File: config.mk
export PLATFORM = sky130hd
export DESIGN_NAME = cordic_arbiter
export DESIGN_NICKNAME = d
export VERILOG_FILES = /design/src/rtl/cordic_arbiter.sv
export SDC_FILE = /design/constraint.sdc
export NUM_CORES = 1
export LEC_CHECK = 0
export CORE_AREA = 2 2 224 226
export CTS_CLUSTER_SIZE = 20
export DETAILED_ROUTE_END_ITERATION = 10
export DIE_AREA = 0 0 226 228
export MAX_ROUTING_LAYER = met4
export PLACE_DENSITY = 0.55
export SYNTH_ARGS = -nofsm -noshare
export SYNTH_HDL_FRONTEND = slang
export SYNTH_SLANG_ARGS = --single-unit
File: constraint.sdc
create_clock -name clk -period 4.7 [get_ports clk]
set_clock_uncertainty 0.15 [all_clocks]
set_input_delay 0.47 -clock clk [delete_from_list [all_inputs] [get_ports clk]]
set_output_delay 0.47 -clock clk [all_outputs]
set_load 0.05 [all_outputs]
File: src/rtl/cordic_arbiter.sv
// Round-robin arbiter that sequences N_REQ requesters onto one shared CORDIC core.
// One operation in flight; the result goes back to its requester with a one-cycle strobe.
module cordic_arbiter #(
  parameter int WIDTH   = 32,
  parameter int N_REQ   = 4,
  parameter int TIMEOUT = 64
) (
  input  logic                   clk,
  input  logic                   rst,
  input  logic [N_REQ-1:0]       req,
  input  logic [4*N_REQ-1:0]     req_op,
  input  logic [WIDTH*N_REQ-1:0] req_x,
  input  logic [WIDTH*N_REQ-1:0] req_y,
  input  logic [WIDTH*N_REQ-1:0] req_z,
  output logic [N_REQ-1:0]       gnt,
  output logic [N_REQ-1:0]       rsp_valid,
  output logic [WIDTH-1:0]       rsp_result,
  output logic                   rsp_error,
  output logic                   busy,
  output logic                   core_enable,
  output logic [3:0]             core_operation,
  output logic [WIDTH-1:0]       core_x,
  output logic [WIDTH-1:0]       core_y,
  output logic [WIDTH-1:0]       core_z,
  input  logic [WIDTH-1:0]       core_result,
  input  logic                   core_done
);
  localparam int IW = (N_REQ > 1) ? $clog2(N_REQ) : 1;
  localparam int CW = $clog2(TIMEOUT + 1);

  typedef enum logic [1:0] {IDLE, ISSUE, WAIT, RESP} state_t;

  state_t           state_q, state_d;
  logic [IW-1:0]    ptr_q, ptr_d, idx_q, idx_d, sel;
  logic [CW-1:0]    cnt_q, cnt_d;
  logic [3:0]       op_q, op_d;
  logic [WIDTH-1:0] x_q, x_d, y_q, y_d, z_q, z_d, res_q, res_d;
  logic             err_q, err_d, found;
  logic [N_REQ-1:0] gnt_q, gnt_d;

  // First set request bit at or above ptr, wrapping around.
  always_comb begin : sel_p
    int j;
    j     = 0;
    found = 1'b0;
    sel   = '0;
    for (int k = 0; k < N_REQ; k++) begin
      j = int'(ptr_q) + k;
      if (j >= N_REQ) j = j - N_REQ;
      if (!found && req[j]) begin
        found = 1'b1;
        sel   = IW'(j);
      end
    end
  end

  always_comb begin
    state_d = state_q;
    ptr_d   = ptr_q;
    idx_d   = idx_q;
    cnt_d   = cnt_q;
    op_d    = op_q;
    x_d     = x_q;
    y_d     = y_q;
    z_d     = z_q;
    res_d   = res_q;
    err_d   = err_q;
    gnt_d   = '0;
    case (state_q)
      IDLE: if (found) begin
        idx_d      = sel;
        op_d       = req_op[4*int'(sel) +: 4];
        x_d        = req_x[WIDTH*int'(sel) +: WIDTH];
        y_d        = req_y[WIDTH*int'(sel) +: WIDTH];
        z_d        = req_z[WIDTH*int'(sel) +: WIDTH];
        gnt_d[sel] = 1'b1;
        if (req_op[4*int'(sel) +: 4] <= 4'd9) begin
          state_d = ISSUE;
        end else begin
          res_d   = '0;
          err_d   = 1'b1;
          state_d = RESP;
        end
      end
      ISSUE: begin
        cnt_d   = '0;
        state_d = WAIT;
      end
      WAIT: begin
        cnt_d = cnt_q + CW'(1);
        // cnt_q==0 is the first WAIT cycle, where done may still be stale.
        if (cnt_q != '0 && core_done) begin
          res_d   = core_result;
          err_d   = 1'b0;
          state_d = RESP;
        end else if (cnt_q == CW'(TIMEOUT)) begin
          res_d   = '0;
          err_d   = 1'b1;
          state_d = RESP;
        end
      end
      RESP: begin
        ptr_d   = (idx_q == IW'(N_REQ-1)) ? '0 : idx_q + IW'(1);
        op_d    = 4'b1111;
        x_d     = '0;
        y_d     = '0;
        z_d     = '0;
        state_d = IDLE;
      end
      default: state_d = IDLE;
    endcase
  end

  always_ff @(posedge clk) begin
    if (rst) begin
      state_q <= IDLE;
      ptr_q   <= '0;
      idx_q   <= '0;
      cnt_q   <= '0;
      op_q    <= 4'b1111;
      x_q     <= '0;
      y_q     <= '0;
      z_q     <= '0;
      res_q   <= '0;
      err_q   <= 1'b0;
      gnt_q   <= '0;
    end else begin
      state_q <= state_d;
      ptr_q   <= ptr_d;
      idx_q   <= idx_d;
      cnt_q   <= cnt_d;
      op_q    <= op_d;
      x_q     <= x_d;
      y_q     <= y_d;
      z_q     <= z_d;
      res_q   <= res_d;
      err_q   <= err_d;
      gnt_q   <= gnt_d;
    end
  end

  always_comb begin
    for (int i = 0; i < N_REQ; i++)
      rsp_valid[i] = (state_q == RESP) && (idx_q == IW'(i));
  end

  assign gnt            = gnt_q;
  assign rsp_result     = (state_q == RESP) ? res_q : '0;
  assign rsp_error      = (state_q == RESP) && err_q;
  assign busy           = (state_q != IDLE);
  assign core_enable    = (state_q == ISSUE);
  assign core_operation = op_q;
  assign core_x         = x_q;
  assign core_y         = y_q;
  assign core_z         = z_q;
endmodule
# --- Yosys cells after proc, flatten, opt, wreduce, memory -nomap -nowiden ---
# Cells that the tools add are included.
op_classes:
  bitwise_logic: 2
  n_addsub: 9
  n_lt_le_gt_ge: 11
  n_shift: 4
  mux: 52
  reduce_logical: 25
  eq_ne: 10
op_table:
  columns: ["op", "n"]
  rows:
  - ["32-bit 2-to-1 mux", 12]
  - ["128-bit by 8-bit indexed part select with 32-bit output", 3]
  - ["32-bit case mux with 2 select lines", 4]
  - ["32-bit by 4-bit < comparator with 1-bit output, second input constant", 4]
  - ["2-bit 2-to-1 mux", 9]
  - ["1-bit 2-to-1 mux", 17]
  - ["16-bit by 5-bit indexed part select with 4-bit output", 1]
  - ["7-bit case mux with 2 select lines", 1]
  - ["3-bit by 3-bit subtractor with 4-bit output, second input constant", 3]
  - ["1-bit logical AND", 10]
  - ["3-bit greater-or-equal comparator, second input constant", 3]
  - ["1-bit binary-select mux with 2-bit select", 4]
  - ["2-bit == test, second input constant", 4]
  - ["2-bit case mux with 4 select lines", 1]
  - ["4-bit case mux with 2 select lines", 1]
  - ["2-bit nonzero test", 4]
  - ["7-bit by 1-bit adder with 7-bit output, second input constant", 1]
  - ["7-bit == test, second input constant", 1]
  - ["7-bit nonzero test", 1]
  - ["2-bit by 2-bit adder with 3-bit output, second input constant", 2]
  - ["2-bit AND reduction", 3]
  - ["2-bit by 1-bit == test with 1-bit output, second input constant", 2]
  - ["4-bit <= comparator, second input constant", 1]
  - ["2-bit logical NOT", 2]
  - ["15 further kinds", 19]
word_totals:
  reg_bits: 150
  output_inout_bits: 143
  inputBits: 439
  word_cells: 124

# --- Logic depth before layout (Yosys ltp) ---
logic_depth:
  ltp_word: 20
  mapped_depth: 11
  ltp_nobuf: 8

# --- Least setup slack after synthesis ---
# OpenSTA, ideal clock, no wires.
synth_timing:
  kind: "register -> register"
  from: "register ptr_q[1]"
  to: "register res_q[12]"
  setup_ps: 117
  required_time_ps: 4433
  path_buffers: 3
  arrival_time_ps: 2227
  period_less_slack_ps: 2494
  setup_slack_ps: 2206
  stages_incl_launch_ff: 11
  cell_sequence: "dfxtp_1 > buf_2 > mux2i_1 > o22ai_2 > or2_4 > buf_6 > a211oi_2 > o22ai_2 > a31o_2 > buf_4 > a22o_1"
synth_via:
  elab_chain_cells: 19
  word_cells_on_any_way: 46
  classes_between: "add/sub (7); order compare (5); eq/ne (2); shift (1); mux (24); reduce/logical (7)"
synth_rtl:
  columns: ["item", "line_no", "source"]
  rows:
  - ["start: declaration", "34", "logic [IW-1:0] ptr_q, ptr_d, idx_q, idx_d, sel;"]
  - ["start signal: assignment", "129", "ptr_q <= ptr_d;"]
  - ["parallel branches: the longest is 18 deep, another holds 3-bit by 3-bit subtractor with 4-bit output", null, null]
  - ["4-bit AND reduction (no line) (*)", null, null]
  - ["end signal: assignment", "136", "res_q <= res_d;"]
  - ["end: declaration", "37", "logic [WIDTH-1:0] x_q, x_d, y_q, y_d, z_q, z_d, res_q, res_d;"]
# Every way passes the cells marked *. The select of a mux whose other input is x is not followed.
# A chain may end at the register's enable or synchronous reset.

# --- Worst setup path after layout ---
layout_timing:
  from: "register state_q[1]"
  to: "output rsp_result[5]"
layout_via:
  elab_chain_cells: 2
layout_rtl:
  columns: ["item", "line_no", "source"]
  rows:
  - ["start: declaration", "33", "state_t state_q, state_d;"]
  - ["start signal: assignment", "128", "state_q <= state_d;"]
  - ["2-bit == test", "148", "assign rsp_result = (state_q == RESP) ? res_q : '0;"]
  - ["32-bit 2-to-1 mux", "148", null]
  - ["end: declaration", "17", "output logic [WIDTH-1:0] rsp_result,"]
# No other way between the ends.

==> run_results.csv <==
group,metric,value,unit
power,peakVddDrop,0.0002768,V
critical_path,cp-end-kind,"primary output",
placement,hpwlAfterDp,31.25,mm
die,die_outline_width,226,µm
hold_path,number_of_cells_on_the_worst_hold_path,1,
clock_network,holdBufCountCts,0,
clock_network,post-cts-setup-buffers,0,
logic_synthesis,synthesis.nets,1683,
logic_synthesis,mapped_cells,1233,
die,initial_utilization,17.21,%
cells_and_area,stdcell_area,15470,µm²
logic_synthesis,ys_async_sr_fraction,0,%
sta,layout_min_cycle_time,3.513,ns
sta,finalHoldViolCount,0,
logic_synthesis,syn-mean-instance-area,6.888,µm²
logic_synthesis,synth_compound_area_share,17.10,%
grt,overflow,0,
placement,gp_routability_congestion,0.8676,
grt,globalRouteTotalUtil,16.76,%
critical_path,critical_path.max_fanout,21,
critical_path,reg2reg_to,"res_q[3]",
critical_path,crit_arrival,2.89,ns
critical_path,cpLargestDelayFamily,"buffers and inverters",
critical_path,crit_required,4.08,ns
sta,final_total_negative_setup_slack,0,ns
detailed_routing,finalWirelength,42.86,mm
power,power-per-cell-area,459.5,nW/µm²
clock_network,root_buffer_cell,"sky130_fd_sc_hd__clkbuf_16",
sta,setup_viol,0,
logic_synthesis,seq_cells_post_synth,150,
cells_and_area,commonest_non_fill_non_tap_cells_in_the_layout,"sky130_fd_sc_hd__clkdlybuf4s50_1, sky130_fd_sc_hd__nand2_1, sky130_fd_sc_hd__nand3_1, sky130_fd_sc_hd__dfxtp_1, sky130_fd_sc_hd__nor2_1",
clock_network,number_of_buffers_between_clock_root_and_the_deepest_sink,2,
logic_synthesis,synth-xor-area-share,0.4125,%
cells_and_area,most_frequent_standard_cell_in_the_layout_excluding_fill_and_tap_cells,"sky130_fd_sc_hd__clkdlybuf4s50_1",
critical_path,critPathLaunchType,"flop",
detailed_routing,routed_length_per_placed_instance,17.68,µm
hold_path,hold_path_class,"reg2reg",
detailed_routing,drt_first_iter_violations,446,
die,core.rowCount,82,
power,p_total,7.108,mW
clock_network,h_tree_depth,4,
clock_network,cts.repair.resized,0,
critical_path,path_class,"reg2out",
critical_path,rr_worst_depth,7,
clock_network,cts_inserted_buffers,17,
cells_and_area,layout.cells.non_filler,2425,
grt,grt_first_pass_wirelength,63.20,mm
detailed_routing,route.antenna.remaining_nets,0,
logic_synthesis,synth_edf_count,0,
sta,worst_pin_slew,0.9091,ns
critical_path,reg2reg_from,"ptr_q[1]",
grt,grt_antenna_before_repair,3,
placement,placed_area,14880,µm²
sta,fmax,0.2847,GHz
hold_path,worstHoldEndpoint,"res_q[20]",
grt,grt_max_degree,113,
clock_network,cts_sinks,150,
hold_path,min_from,"res_q[20]",
cells_and_area,ratio_of_cells_with_drive_above_1_in_the_final_layout,3.712,%
logic_synthesis,synth_top_cell_by_area,"sky130_fd_sc_hd__dfxtp_1",
clock_network,cts_tree,"done",
outcome,status,"finished, final reports clean",
die,core,49350,µm²
critical_path,max_stage_delay,0.84,ns
placement,number_of_input_and_output_port_buffers_inserted,581,
critical_path,regToRegSetupSlack,1.42,ns
logic_synthesis,ys_seq_area_share,35.36,%
detailed_routing,detailroute.via_count,10810,
cells_and_area,fin_nets,2188,
detailed_routing,drt_pre_antenna_iters,5,
logic_synthesis,post_synth_and_or_nand_nor_area_fraction,38.98,%
logic_synthesis,synth.area.mux_share,0.5893,%
cells_and_area,final_util,31.35,%
detailed_routing,vias_per_cell,4.456,
run,max_cap_violations,0,
logic_synthesis,post_synth_main_area_contributors,"sky130_fd_sc_hd__dfxtp_1, sky130_fd_sc_hd__nand2_1, sky130_fd_sc_hd__nand3_1",
clock_network,clk_pin_slew,0.08,ns
critical_path,critPathSlowestCell,"sky130_fd_sc_hd__clkdlybuf4s50_1",
die,die_area,51530,µm²
cells_and_area,layout-area-overhead-vs-synth,82.14,%
logic_synthesis,yosys.area.top_type_share,35.36,%
critical_path,critical_path.cell_chain,"ha_1 > buf_4 > and2_1 > clkdlybuf4s50_1",
die,die_y,228,µm
logic_synthesis,synthesis.area,8493,µm²
sta,final_report_max_slew_violation_count,0,
die,io-pin-count,582,
sta,timing.slew.headroom,38.84,%
logic_synthesis,synth_warnings,0,
logic_synthesis,yosys.area_share.adder,1.621,%
critical_path,buffers_inverters_on_critical_path,2,
sta,rsz_0062_raised_after_global_routing,"no",
detailed_routing,drt_drc_violations_left,0,
power,power.leakage,5.900,nW
clock_network,clock_latency,0.48,ns
placement,numPlacedInstances,2391,
grt,grt_pass1_vias,10680,
logic_synthesis,synth_ff_type,"sky130_fd_sc_hd__dfxtp_1",
logic_synthesis,largest_family_of_logic_cells_by_synthesized_area,"simple AND/OR/NAND/NOR gates",
sta,post-route-period-util,74.75,%
logic_synthesis,yosysUniqueCellTypes,44,
stage by stage:
stage	hold WS, ns	worst slack (ns)
final	0.3179	1.187
after global routing	0.3361	0.9564
after CTS	0.3153	1.094
after detailed placement	0.2974	0.9764
after global placement	0.2988	1.073
after floorplan	0.2839	2.206
layer usage:
layer,vias up,wire length (µm),track usage [%]
met5,-,0,-
met3,59,3159,4.508
met4,0,1280,6.871
met1,5010,18350,19.97
met2,463,20070,26.59
li1,5273,-,-
worst max path at each step:
stage / from / to / depth (start not counted)
2_1_floorplan: ptr_q[1] / res_q[12] / 10
3_3_place_gp: req[0] / res_q[26] / 8
3_5_place_dp: req[0] / res_q[5] / 8
4_1_cts: state_q[0] / rsp_result[3] / 4
5_1_grt: state_q[0] / rsp_result[3] / 4
6_report: state_q[1] / rsp_result[5] / 4
cells by family (layout without fill, tap and decap cells):
kind of cell | Yosys count | count (layout)
multiplexers | 5 | 5
adder cells (fa/ha/maj) | 11 | 11
flip-flops | 150 | 150
other | 0 | 2
AND/OR/NAND/NOR | 771 | 771
XOR/XNOR | 4 | 4
AO/OA/AOI/OAI | 171 | 171
buffers and inverters | 121 | 639
cell type report:
| class | instances | area (µm²) |
|---|---|---|
| fill | 5338 | 33880 |
| timing repair buffer | 598 | 5966 |
| multi-input combinational | 962 | 5035 |
| sequential | 150 | 3003 |
| tap | 672 | 840.8 |
| clock buffer | 17 | 425.4 |
| clock inverter | 15 | 161.4 |
| inverter | 9 | 33.78 |
| antenna | 2 | 5.005 |
synth_stat cells (2+ instances only):
cell type / count
sky130_fd_sc_hd__nor3_1: 7
sky130_fd_sc_hd__dfxtp_1: 150
sky130_fd_sc_hd__nand4_1: 2
sky130_fd_sc_hd__nand3_1: 195
sky130_fd_sc_hd__a211oi_1: 4
sky130_fd_sc_hd__a21o_1: 2
sky130_fd_sc_hd__ha_1: 11
sky130_fd_sc_hd__a22o_1: 32
sky130_fd_sc_hd__a211oi_2: 3
sky130_fd_sc_hd__nor4_1: 3
sky130_fd_sc_hd__nor3b_1: 7
sky130_fd_sc_hd__buf_1: 8
sky130_fd_sc_hd__o22ai_1: 2
sky130_fd_sc_hd__mux2i_1: 5
sky130_fd_sc_hd__nand2b_1: 6
sky130_fd_sc_hd__o21a_1: 2
sky130_fd_sc_hd__o22ai_2: 2
sky130_fd_sc_hd__clkbuf_1: 96
sky130_fd_sc_hd__nand2_1: 394
sky130_fd_sc_hd__a21oi_1: 10
sky130_fd_sc_hd__inv_1: 9
sky130_fd_sc_hd__xor2_1: 3
sky130_fd_sc_hd__o21bai_1: 3
sky130_fd_sc_hd__or3_1: 4
sky130_fd_sc_hd__o21ai_0: 5
sky130_fd_sc_hd__buf_6: 6
sky130_fd_sc_hd__and2_1: 37
sky130_fd_sc_hd__nor2_1: 114
sky130_fd_sc_hd__a32oi_1: 96
power by group:
| group | internal [mW] | switching [mW] | total (mW) |
|---|---|---|---|
| logic | 1.37 | 2.54 | 3.92 |
| registers | 1.60 | 0.199 | 1.80 |
| clock network | 0.707 | 0.687 | 1.39 |
registers in the layout, indices dropped and copies added (netlist names):
| register | flops |
|---|---|
| state_q | 2 |
| cnt_q | 7 |
| res_q | 32 |
| core_x | 32 |
| core_z | 32 |
| core_y | 32 |
| core_operation | 4 |
| ptr_q | 2 |
| gnt | 4 |
| idx_q | 2 |
| err_q | 1 |
(Power assumes the default switching activity.)
